## src/rtl/vga_clut_arbiter_if.sv

```systemverilog
// ---------------------------------------------------------------------------
// vga_clut_arbiter_if
//   Wishbone classic port bundle. There is one instance per arbiter port.
//   master : the bus master side (VGA fetch engine or host CPU).
//   slave  : the arbiter side.
//   Signals:
//     adr  - word address               wdat - write data
//     rdat - read data                  sel  - byte lane selects
//     we   - write enable               stb  - strobe
//     cyc  - cycle                      ack  - acknowledge
//     err  - error
// ---------------------------------------------------------------------------
interface vga_clut_arbiter_if #(
  parameter int AWIDTH = 9,
  parameter int DWIDTH = 24,
  parameter int SWIDTH = 3
);
  logic [AWIDTH-1:0] adr;
  logic [DWIDTH-1:0] wdat;
  logic [DWIDTH-1:0] rdat;
  logic [SWIDTH-1:0] sel;
  logic              we;
  logic              stb;
  logic              cyc;
  logic              ack;
  logic              err;

  modport master (
    output adr, wdat, sel, we, stb, cyc,
    input  rdat, ack, err
  );

  modport slave (
    input  adr, wdat, sel, we, stb, cyc,
    output rdat, ack, err
  );
endinterface

```

## src/rtl/vga_clut_arbiter.sv

```systemverilog
// ---------------------------------------------------------------------------
// vga_clut_arbiter
//   Shares one single-port synchronous CLUT RAM between two Wishbone slave
//   ports.
//     wb0 : VGA pixel fetch. It is read-only; a write attempt returns err.
//     wb1 : host CPU, read/write, with byte selects.
//   Port 0 normally wins a contest. After MAX_WAIT consecutive contested
//   port-0 grants, port 1 is given the next slot. Every access runs
//   IDLE -> MEM -> ACK (3 clocks) and accesses are not pipelined.
//   Ports:
//     wb_clk_i, rst_nreset_i   clock and asynchronous active-low reset
//     wb0, wb1                 Wishbone slave ports (vga_clut_arbiter_if)
//     mem_en_o/we_o/adr_o/d_o  RAM control, all registered
//     mem_q_i                  RAM read data, valid 1 clk after mem_en_o
// ---------------------------------------------------------------------------
module vga_clut_arbiter #(
  parameter int DWIDTH   = 24,
  parameter int AWIDTH   = 9,
  parameter int MAX_WAIT = 3,
  parameter int WAIT_CW  = 4
) (
  input  logic                wb_clk_i,
  input  logic                rst_nreset_i,
  vga_clut_arbiter_if.slave   wb0,
  vga_clut_arbiter_if.slave   wb1,
  output logic                mem_en_o,
  output logic [2:0]          mem_we_o,
  output logic [AWIDTH-1:0]   mem_adr_o,
  output logic [DWIDTH-1:0]   mem_d_o,
  input  logic [DWIDTH-1:0]   mem_q_i
);

  typedef enum logic [1:0] {IDLE, MEM, ACK, ERR0} state_t;

  state_t              state_reg;
  logic                grant_reg;     // 0: port 0 owns the access, 1: port 1
  logic [WAIT_CW-1:0]  wait_cnt_reg;  // consecutive contested port-0 wins
  logic                err0_reg;

  logic req0, req1;
  logic p1_wins;
  logic ack0, ack1;

  assign req0 = wb0.cyc & wb0.stb;
  assign req1 = wb1.cyc & wb1.stb;

  // Port 1 takes the slot when it is alone, or when it has waited long
  // enough. With MAX_WAIT = 0 it wins every contest.
  assign p1_wins = req1 & (~req0 | (wait_cnt_reg == WAIT_CW'(MAX_WAIT)));

  always_ff @(posedge wb_clk_i or negedge rst_nreset_i) begin
    if (!rst_nreset_i) begin
      state_reg    <= IDLE;
      grant_reg    <= 1'b0;
      wait_cnt_reg <= '0;
      err0_reg     <= 1'b0;
      mem_en_o     <= 1'b0;
      mem_we_o     <= '0;
      mem_adr_o    <= '0;
      mem_d_o      <= '0;
    end else begin
      case (state_reg)
        IDLE: begin
          if (req0 && wb0.we) begin
            // A write from the fetch port is refused and the RAM is not touched.
            state_reg <= ERR0;
            err0_reg  <= 1'b1;
          end else if (req0 || req1) begin
            state_reg <= MEM;
            mem_en_o  <= 1'b1;
            if (p1_wins) begin
              grant_reg    <= 1'b1;
              wait_cnt_reg <= '0;
              mem_adr_o    <= wb1.adr;
              mem_d_o      <= wb1.wdat;
              mem_we_o     <= wb1.we ? wb1.sel : 3'b000;
            end else begin
              grant_reg <= 1'b0;
              mem_adr_o <= wb0.adr;
              mem_we_o  <= 3'b000;
              if (req1) begin
                wait_cnt_reg <= wait_cnt_reg + 1'b1;
              end
            end
          end
        end
        MEM: begin
          // The RAM captures adr/we/d on this edge. The op completes even if
          // the master has already dropped its request.
          state_reg <= ACK;
          mem_en_o  <= 1'b0;
          mem_we_o  <= 3'b000;
        end
        ACK: begin
          state_reg <= IDLE;
        end
        ERR0: begin
          state_reg <= IDLE;
          err0_reg  <= 1'b0;
        end
        default: begin
          state_reg <= IDLE;
        end
      endcase
    end
  end

  // The ack is gated by the live request so that an aborted cycle is never
  // acknowledged. Read data is forced to 0 outside the ack.
  assign ack0 = (state_reg == ACK) & ~grant_reg & req0;
  assign ack1 = (state_reg == ACK) &  grant_reg & req1;

  assign wb0.ack  = ack0;
  assign wb0.rdat = ack0 ? mem_q_i : '0;
  assign wb0.err  = err0_reg;

  assign wb1.ack  = ack1;
  assign wb1.rdat = ack1 ? mem_q_i : '0;
  assign wb1.err  = 1'b0;

  // The fetch port has no write path.
  logic unused_port0;
  assign unused_port0 = ^{wb0.wdat, wb0.sel};

endmodule
```

## src/flat_wrapper.sv

```systemverilog
// flat-port wrapper written by rule: the top's interface ports become plain ports
module vga_clut_arbiter_flat 
#(
  parameter int DWIDTH   = 24,
  parameter int AWIDTH   = 9,
  parameter int MAX_WAIT = 3,
  parameter int WAIT_CW  = 4
)
  (wb_clk_i, rst_nreset_i, mem_en_o, mem_we_o, mem_adr_o, mem_d_o, mem_q_i, wb0_adr, wb0_wdat, wb0_sel, wb0_we, wb0_stb, wb0_cyc, wb0_rdat, wb0_ack, wb0_err, wb1_adr, wb1_wdat, wb1_sel, wb1_we, wb1_stb, wb1_cyc, wb1_rdat, wb1_ack, wb1_err);
  vga_clut_arbiter_if #(.AWIDTH(AWIDTH), .DWIDTH(DWIDTH)) wb0_i ();
  vga_clut_arbiter_if #(.AWIDTH(AWIDTH), .DWIDTH(DWIDTH)) wb1_i ();
  input  logic wb_clk_i;
  input  logic rst_nreset_i;
  output logic mem_en_o;
  output logic [2:0] mem_we_o;
  output logic [AWIDTH-1:0] mem_adr_o;
  output logic [DWIDTH-1:0] mem_d_o;
  input  logic [DWIDTH-1:0] mem_q_i;
  input wire logic [$bits(wb0_i.adr)-1:0] wb0_adr;
  input wire logic [$bits(wb0_i.wdat)-1:0] wb0_wdat;
  input wire logic [$bits(wb0_i.sel)-1:0] wb0_sel;
  input wire logic [$bits(wb0_i.we)-1:0] wb0_we;
  input wire logic [$bits(wb0_i.stb)-1:0] wb0_stb;
  input wire logic [$bits(wb0_i.cyc)-1:0] wb0_cyc;
  output wire logic [$bits(wb0_i.rdat)-1:0] wb0_rdat;
  output wire logic [$bits(wb0_i.ack)-1:0] wb0_ack;
  output wire logic [$bits(wb0_i.err)-1:0] wb0_err;
  input wire logic [$bits(wb1_i.adr)-1:0] wb1_adr;
  input wire logic [$bits(wb1_i.wdat)-1:0] wb1_wdat;
  input wire logic [$bits(wb1_i.sel)-1:0] wb1_sel;
  input wire logic [$bits(wb1_i.we)-1:0] wb1_we;
  input wire logic [$bits(wb1_i.stb)-1:0] wb1_stb;
  input wire logic [$bits(wb1_i.cyc)-1:0] wb1_cyc;
  output wire logic [$bits(wb1_i.rdat)-1:0] wb1_rdat;
  output wire logic [$bits(wb1_i.ack)-1:0] wb1_ack;
  output wire logic [$bits(wb1_i.err)-1:0] wb1_err;
  assign wb0_i.adr = wb0_adr;
  assign wb0_i.wdat = wb0_wdat;
  assign wb0_i.sel = wb0_sel;
  assign wb0_i.we = wb0_we;
  assign wb0_i.stb = wb0_stb;
  assign wb0_i.cyc = wb0_cyc;
  assign wb0_rdat = wb0_i.rdat;
  assign wb0_ack = wb0_i.ack;
  assign wb0_err = wb0_i.err;
  assign wb1_i.adr = wb1_adr;
  assign wb1_i.wdat = wb1_wdat;
  assign wb1_i.sel = wb1_sel;
  assign wb1_i.we = wb1_we;
  assign wb1_i.stb = wb1_stb;
  assign wb1_i.cyc = wb1_cyc;
  assign wb1_rdat = wb1_i.rdat;
  assign wb1_ack = wb1_i.ack;
  assign wb1_err = wb1_i.err;
  vga_clut_arbiter #(.DWIDTH(DWIDTH), .AWIDTH(AWIDTH), .MAX_WAIT(MAX_WAIT), .WAIT_CW(WAIT_CW)) u_core (.wb_clk_i(wb_clk_i), .rst_nreset_i(rst_nreset_i), .wb0(wb0_i), .wb1(wb1_i), .mem_en_o(mem_en_o), .mem_we_o(mem_we_o), .mem_adr_o(mem_adr_o), .mem_d_o(mem_d_o), .mem_q_i(mem_q_i));
endmodule
```

## config.mk

```make
export PLATFORM = sky130hd
export DESIGN_NAME = vga_clut_arbiter_flat
export DESIGN_NICKNAME = d
export VERILOG_FILES = /design/src/rtl/vga_clut_arbiter_if.sv /design/src/rtl/vga_clut_arbiter.sv /design/src/flat_wrapper.sv
export SDC_FILE = /design/constraint.sdc
export NUM_CORES = 1
export LEC_CHECK = 0
export ABC_AREA = 1
export BUFFER_PORTS_ARGS = -buffer_cell sky130_fd_sc_hd__buf_2
export CAP_MARGIN = 20
export CORE_AREA = 2 2 74 93
export CTS_BUF_LIST = sky130_fd_sc_hd__clkbuf_16
export CTS_CLUSTER_DIAMETER = 80
export DETAILED_ROUTE_END_ITERATION = 10
export DIE_AREA = 0 0 76 95
export PLACE_DENSITY = 0.85
export SLEW_MARGIN = 20
export SYNTH_ARGS = -nofsm -noshare
export SYNTH_HDL_FRONTEND = slang
export SYNTH_SLANG_ARGS = --single-unit
```

## constraint.sdc

```tcl
create_clock -name wb_clk_i -period 1.9 [get_ports wb_clk_i]
set_clock_uncertainty 0.1 [all_clocks]
set_input_delay 0.57 -clock wb_clk_i [delete_from_list [all_inputs] [get_ports wb_clk_i]]
set_output_delay 0.57 -clock wb_clk_i [all_outputs]
set_load 0.02 [all_outputs]
```

Word-level counts from Yosys, hierarchy flattened
Cells that the tools add are included.
{ "classes": {"eq_ne": 8, "mul": 0, "n_mux": 19, "shifts": 0, "div": 0, "bitwise": 11, "addsub": 1, "n_reduce_logical": 12, "magnitude_cmp": 0} }
{ "ops": {"columns": ["cell", "n"], "rows": [
  ["$mux W24", 2],
  ["$mux W3", 4],
  ["$mux W9", 1],
  ["$mux W4", 2],
  ["$reduce_and A4 Y1", 2],
  ["$and A1 B1 Y1", 7],
  ["$pmux W2 S3", 1],
  ["$pmux W3 S2", 1],
  ["$reduce_and A3 Y1", 2],
  ["$reduce_bool A2 Y1", 3],
  ["$add A4 B1 Y4 const B", 1],
  ["$eq A2 B2 Y1 const B", 2],
  ["$eq A4 B2 Y1 const B", 1],
  ["$mux W1", 4],
  ["$mux W2", 2],
  ["$ne A2 B1 Y1 const B", 2],
  ["$pmux W1 S2", 2],
  ["$ne A3 B1 Y1 const B", 1],
  ["$not A1 Y1", 3],
  ["$eq A2 B1 Y1 const B", 1],
  ["$logic_not A2 Y1", 1],
  ["$ne A2 B2 Y1 const B", 1],
  ["$reduce_and A2 Y1", 1],
  ["$reduce_or A2 Y1", 1],
  ["other kinds (3)", 3]
]} }
{ "word_totals": {"mem_bits_ro": 0, "wordCells": 59, "out_inout_bits": 89, "ram_bits": 0, "in_bits": 104, "latch_bits": 0, "memories": 0, "register_bits": 45} }

Longest topological paths before layout
Gate-level depths: netlist of the first run.
{ "depth": {"ltp_word": 8, "depth_mapped": 9, "ltp_nobuf": 9} }

Worst setup path before layout of the first run
No wires, ideal clock.
{ "synth_timing": {"path_type": "input to output", "start": "in wb1_cyc", "end": "out wb1_rdat[14]", "setup_slack_ps": -201, "stages": 5, "arrival_time_ps": 1431, "required_time_ps": 1230, "n_path_buf": 1, "path_cell_list": "nand2_1 -> inv_1 -> nand3_1 -> buf_2 -> nor2_1"} }
{ "synth_between": {"elab_chain_len": 3} }
{ "synth_lines": {"columns": ["element", "line_no", "text"], "rows": [
  ["from (decl)", "flat_wrapper.sv:33", "input wire logic [$bits(wb1_i.cyc)-1:0] wb1_cyc;"],
  ["$and A1 B1 Y1", "vga_clut_arbiter.sv:45", "assign req1 = wb1.cyc & wb1.stb;"],
  ["$and A1 B1 Y1", "vga_clut_arbiter.sv:111", "assign ack1 = (state_reg == ACK) & grant_reg & req1;"],
  ["$mux W24", "vga_clut_arbiter.sv:118", "assign wb1.rdat = ack1 ? mem_q_i : '0;"],
  ["to (decl)", "flat_wrapper.sv:34", "output wire logic [$bits(wb1_i.rdat)-1:0] wb1_rdat;"]
]} }
No other way between the ends.

Worst setup path in the final report of the first run
{ "layout_timing": {"start": "reg u_core.state_reg[0]", "end": "out wb1_rdat[11]"} }
{ "layout_between": {"elab_chain_len": 4} }
{ "layout_lines": {"columns": ["element", "line_no", "text"], "rows": [
  ["from (decl)", "vga_clut_arbiter.sv:35", "state_t state_reg;"],
  ["from (signal assigned)", "vga_clut_arbiter.sv:53", "state_reg <= IDLE;"],
  ["from (signal assigned)", "vga_clut_arbiter.sv:66", "state_reg <= ERR0;"],
  ["from (signal assigned)", "vga_clut_arbiter.sv:69", "state_reg <= MEM;"],
  ["$eq A2 B2 Y1", "vga_clut_arbiter.sv:111", null],
  ["$and A1 B1 Y1 (2 in a row)", "vga_clut_arbiter.sv:111", null],
  ["$mux W24", "vga_clut_arbiter.sv:118", null]
]} }
No other way between the ends.

==> reports/summary.txt, run 1 <==
Synthesis Warnings: 0
Clk Latency, worst-skew pair: 280 ps
Fin. Hold Viols: 0
Worst Path Arrival: 1490 ps
total power: 4.174 mW
R2R depth: 8
critical path class: flop to output port
Worst Slack Setup Final: -257.4 ps
TritonRoute pass-1 iters: 4
clock-pin slew on the worst setup and hold paths: 60 ps
clk buf depth: 2
vias in the first global route: 2732
CTS tree: done
Post-Syn Instances: 344
antenna diode count: 0
die area: 7220 sq um
vias per inst: 4.627
DR WL/cell: 13.04 um
r2r endpoint: u_core.mem_adr_o[2]
Layout Nets: 629
FMAX: 463.5 MHz
syn_nets: 449
largest net degree at the start of global routing: 23
initial antenna violation count: 0
Critical Path Fanout Max: 11
Synth Register Bits: 45
io pins: 193
startpoint types: flop
worst path cell trace: nor2_4 -> buf_6 -> nand3_4 -> buf_12 -> nor2_4 -> buf_6
hold buffers post-CTS: 0
Finished Cell Area: 4333 sq um
clk sinks: 45
worst reg2reg setup slack: 170 ps
status: finished, violations left
Final Max Slew Viols: 0
gpl congestion: 0.7851
final period utilization: 113.5%
die width: 76 um
Routed Antenna Nets: 0
Site Rows: 33
CTS root buffer: clkbuf_16
Initial DRC Count: 116
Post-Place Cell Area: 3786 sq um
final WL: 7978 um
VDD IR-drop max: 0.6668 mV
Synth Cell Area: 2411 sq um
number of port buffers: 164
P_leak: 2.449 nW
H-tree lvl count: 2
Layout Utilization: 67.70%
synth unique cells: 21
Tmin final: 2157 ps
Worst setup EP type: output port
pre-CTS WS: -198.3 ps
CP max stage delay: 410 ps
worst hold path type: input port to async pin
DP HPWL: 5581 um
fillcell total: 484
Power per Cell Area: 963.3 nW/um^2
max-cap violations: 0
max reg flops: 24
Initial Util: 37.67%
Avg Cell Area, Syn: 7.009 sq um
DRC Markers: 0
share of cells above drive strength 1: 49.33%
CP max stage cell: dfrtp_1
critical path required time: 1230 ps
CTS Buf Count: 5
Total Routing Usage GR: 21.64%
Layout area overhead: 79.71%
RSZ-0062 raised after global routing: true
Die Height: 95 um
Reg-to-Reg Start: u_core.state_reg[1]
failing checks: negative setup slack
sequential-to-total area share from yosys stat: 46.70%
DR vias: 2832
first-pass GRT wire length: 12550 um
GRT overflow: 0
core area: 6400 sq um
Setup Viol. Count Final: 50
layout by cell type (no fill, tap or decap), types with 6 or more instances in the layout:
| master | Yosys | routed |
|---|---|---|
| nor2_4 | 1 | 45 |
| buf_2 | 11 | 115 |
| nand2_1 | 109 | 108 |
| inv_1 | 54 | 50 |
| buf_4 | 4 | 21 |
| dfrtp_1 | 45 | 45 |
| buf_6 | 2 | 47 |
| nand3_1 | 49 | 47 |
| buf_12 | 0 | 6 |
what timing repair did:
item | CTS | global route
gates resized for setup | 104 | 11
setup endpoints to repair | 50 | 50
cloned | 1 | 0
buffers inserted | 2 | 0
cells by family (layout without fill, tap and decap cells):
logic type / count (synthesis) / after routing / synth area share [%]
compound gates: 2 / 2 / 0.5189
xor+xnor: 1 / 1 / 0.3633
fa+ha+maj: 1 / 1 / 0.5189
buf+inv: 73 / 254 / 13.18
flops: 45 / 45 / 46.70
other cells: 1 / 1 / 0.1555
simple gates: 221 / 221 / 38.56
critical path, delay by kind of cell (launching register included):
family | cells | cell delay [ps]
AND/OR/NAND/NOR | 3 | 350
flip-flops | 1 | 410
buffers and inverters | 3 | 430
final cells by class:
type	instances	area (sq um)	share of cell area [%]
Clock buffer	5	125.1	2.888
Clock inverter	3	17.52	0.4043
Inverter	56	210.2	4.851
Multi-Input combinational cell	226	1335	30.81
Sequential cell	45	1126	25.99
Tap cell	87	108.9	2.512
Timing Repair Buffer	190	1410	32.54
worst max path at each step:
stage	startpoint	endpoint	cells past startpoint	slack [ps]
floorplan	wb0_cyc	wb0_rdat[0]	5	-4
global placement	wb0_stb	wb0_rdat[17]	7	-180
detailed placement	wb0_stb	wb0_rdat[18]	7	-200
CTS	u_core.state_reg[0]	wb1_rdat[11]	6	-250
global route	u_core.state_reg[0]	wb1_rdat[11]	6	-310
finish	u_core.state_reg[0]	wb1_rdat[11]	6	-260
synth_stat cells:
cell      instances  area (sq um)
buf_4             4         30.03
nor2_4            1         11.26
xor2_1            1         8.760
conb_1            1         3.750
o21ai_0           1         5.000
nand3b_1          4         30.03
nand2_1         109         409.1
buf_6             2         22.52
dfrtp_1          45          1126
ha_1              1         12.51
nand4_1           1         6.260
o211ai_1          1         7.510
nand2_2           4         25.02
inv_2             1         3.750
clkinv_1          1         3.750
buf_2            11         55.05
nor3_1            1         5.000
nor2_2            1         6.260
nor2_1           51         191.4
nand3_1          49         245.2
inv_1            54         202.7
per-layer routing:
| metal | vias up | share of wire [%] | global-route usage (%) |
|---|---|---|---|
| met5 | - | 0 | 0 |
| met4 | 0 | 2.3 | 8.636 |
| met3 | 17 | 6.1 | 3.824 |
| met2 | 137 | 55 | 41.82 |
| met1 | 1293 | 37 | 23.53 |
| li1 | 1385 | - | - |
power by group:
part	internal, mW	switching [mW]
combinational	0.655	1.14
sequential	1.32	0.221
clock	0.482	0.356
total	2.46	1.72
per-stage QoR:
step                instances  TNS, ps  hold WS, ps
global route              612   -13720        116.5
finish                    612   -10910        101.4
detailed placement        601    -7082        353.1
floorplan                 344   -52.74        174.4
CTS                       612   -11030        105.6
global placement          601    -5927        350.3
(Power assumes the default switching activity.)
==> inputs of run 2 (changes only) <==
--- a/config.mk
+++ b/config.mk
@@ -14,6 +14,7 @@
 export DETAILED_ROUTE_END_ITERATION = 10
 export DIE_AREA = 0 0 76 95
 export PLACE_DENSITY = 0.85
+export SETUP_SLACK_MARGIN = 0.02
 export SLEW_MARGIN = 20
 export SYNTH_ARGS = -nofsm -noshare
 export SYNTH_HDL_FRONTEND = slang
==> reports/summary.txt, run 2 (same netlist as run 1, synthesis figures left out) <==
status: finished, violations left (unchanged)
failing checks: negative setup slack (unchanged)
CTS Buf Count: 5 (unchanged)
Cell Count, Final, Fillers Out: 612 (unchanged)
Initial Util: 37.67% (unchanged)
antenna diode count: 0 (unchanged)
DP Cell Count: 601 (unchanged)
r2r endpoint: u_core.mem_d_o[19] (was u_core.mem_adr_o[2])
critical path class: flop to output port (unchanged)
DR WL/cell: 13.01 um (was 13.04 um)
die area: 7220 sq um (unchanged)
Reg-to-Reg Start: u_core.state_reg[1] (unchanged)
Worst Path Arrival: 1480 ps (was 1490 ps)
vias in the first global route: 2732 (unchanged)
Power per Cell Area: 961.9 nW/um^2 (was 963.3 nW/um^2)
Initial DRC Count: 116 (unchanged)
number of port buffers: 164 (unchanged)
final period utilization: 113.4% (was 113.5%)
worst hold path type: input port to async pin (unchanged)
share of total power in sequential cells: 37.0% (about the same)
die width: 76 um (unchanged)
Tmin final: 2154 ps (was 2157 ps)
max reg flops: 24 (unchanged)
DR vias: 2808 (was 2832)
Total Routing Usage GR: 21.64% (unchanged)
Die Height: 95 um (unchanged)
worst reg2reg setup slack: 260 ps (was 170 ps)
max-cap violations: 0 (unchanged)
startpoint types: flop (unchanged)
critical path required time: 1230 ps (about the same)
gpl congestion: 0.7851 (unchanged)
Layout Nets: 629 (unchanged)
TritonRoute pass-1 iters: 4 (unchanged)
initial antenna violation count: 0 (unchanged)
Fin. Hold Viols: 0 (unchanged)
Clk Latency, worst-skew pair: 280 ps (about the same)
RSZ-0062 raised after global routing: true (unchanged)
share of cells above drive strength 1: 49.52% (was 49.33%)
first-pass GRT wire length: 12550 um (unchanged)
Layout Utilization: 67.70% (unchanged)
Setup Viol. Count Final: 50 (unchanged)
VDD IR-drop max: 0.6674 mV (was 0.6668 mV)
Final Max Slew Viols: 0 (unchanged)
Logic pwr share: 43.1% (was 43.0%)
Worst Slack Setup Final: -253.7 ps (was -257.4 ps)
CTS root buffer: clkbuf_16 (unchanged)
Routed Antenna Nets: 0 (unchanged)
DRC Markers: 0 (unchanged)
final WL: 7964 um (was 7978 um)
Switching Fraction: 40.99% (was 41.09%)
clock-pin slew on the worst setup and hold paths: 60 ps (about the same)
Critical Path Fanout Max: 11 (unchanged)
Psw: 1.708 mW (was 1.715 mW)
most common cell after layout, fill and taps aside: buf_2 (unchanged)
FMAX: 464.3 MHz (was 463.5 MHz)
Power Internal: 2.459 mW (about the same)
Layout area overhead: 79.71% (unchanged)
CTS tree: done (unchanged)
GRT overflow: 0 (unchanged)
R2R depth: 8 (unchanged)
vias per inst: 4.588 (was 4.627)
P_leak: 2.450 nW (was 2.449 nW)
DP HPWL: 5581 um (unchanged)
H-tree lvl count: 2 (unchanged)
commonest non-fill, non-tap cells in the layout: 115 x buf_2, 108 x nand2_1, 50 x inv_1, 47 x nand3_1, 47 x buf_6 (unchanged)
Site Rows: 33 (unchanged)
core area: 6400 sq um (unchanged)
clk buf depth: 2 (unchanged)
clock power share: 20.0% (was 20.1%)
Worst setup EP type: output port (unchanged)
clk sinks: 45 (unchanged)
io pins: 193 (unchanged)
largest net degree at the start of global routing: 23 (unchanged)
run 2: what timing repair did:
| action | 4_1_cts | 5_1_grt |
|---|---|---|
| hold buffers | 0 | 0 |
| gates resized for setup | 104 | 12 |
| setup endpoints to repair | 50 | 55 |
| cloned | 1 | 0 |
| buffers inserted | 2 | 0 |
run 2: area by class of cell:
type | count | area, sq um
clock buffer | 5 | 125.1
clock inverter | 3 | 17.52
fill | 484 | 2067
inverter | 56 | 210.2
multi-input combinational | 226 | 1335
sequential | 45 | 1126
tap | 87 | 108.9
timing repair buffer | 190 | 1410
run 2: per-stage QoR:
| step | area (sq um) | total power [mW] | TNS (ps) | setup slack (ps) | hold slack (ps) |
|---|---|---|---|---|---|
| floorplan | 2759 | 2.609 | -52.74 | -4.370 | 174.4 |
| global placement | 3786 | 3.201 | -5927 | -175.3 | 350.3 |
| global route | 4333 | 4.443 | -13720 | -311.3 | 116.5 |
| finish | 4333 | 4.168 | -10720 | -253.7 | 103.4 |
| detailed placement | 3786 | 3.263 | -7082 | -198.3 | 353.1 |
| CTS | 4287 | 4.195 | -11030 | -254.3 | 105.6 |
run 2: worst max-delay path, cell delays in order (launching register included):
cell     delay, ps
dfrtp_1        410
nor2_4         130
buf_6          100
nand3_4        120
buf_12         200
nor2_4         100
buf_6          130
run 2: layer usage:
layer  vias to the layer above  part of all wire [%]  track usage, %  wire [um]
met2                       122                    56           41.82       4437
li1                       1387                     -               -          -
met4                         0                   1.8           8.636        141
met5                         -                     0               0          0
met3                        12                   5.7           3.824        454
met1                      1287                    37           23.53       2929
run 2: how the worst max path moves through the flow:
stage	from	end	slack, ps
finish	u_core.state_reg[0]	wb1_rdat[11]	-250
global route	u_core.state_reg[0]	wb1_rdat[11]	-310
CTS	u_core.state_reg[0]	wb1_rdat[11]	-250
detailed placement	wb0_stb	wb0_rdat[18]	-200
global placement	wb0_stb	wb0_rdat[17]	-180
floorplan	wb0_cyc	wb0_rdat[0]	-4
run 2: power by group through the flow:
| stage | combinational (mW) | sequential, mW | clock [mW] |
|---|---|---|---|
| floorplan | 0.674 | 1.94 | 0 |
| global placement | 1.67 | 1.53 | 0 |
| detailed placement | 1.72 | 1.54 | 0 |
| CTS | 1.80 | 1.54 | 0.854 |
| global route | 1.96 | 1.59 | 0.895 |
| finish | 1.79 | 1.54 | 0.832 |
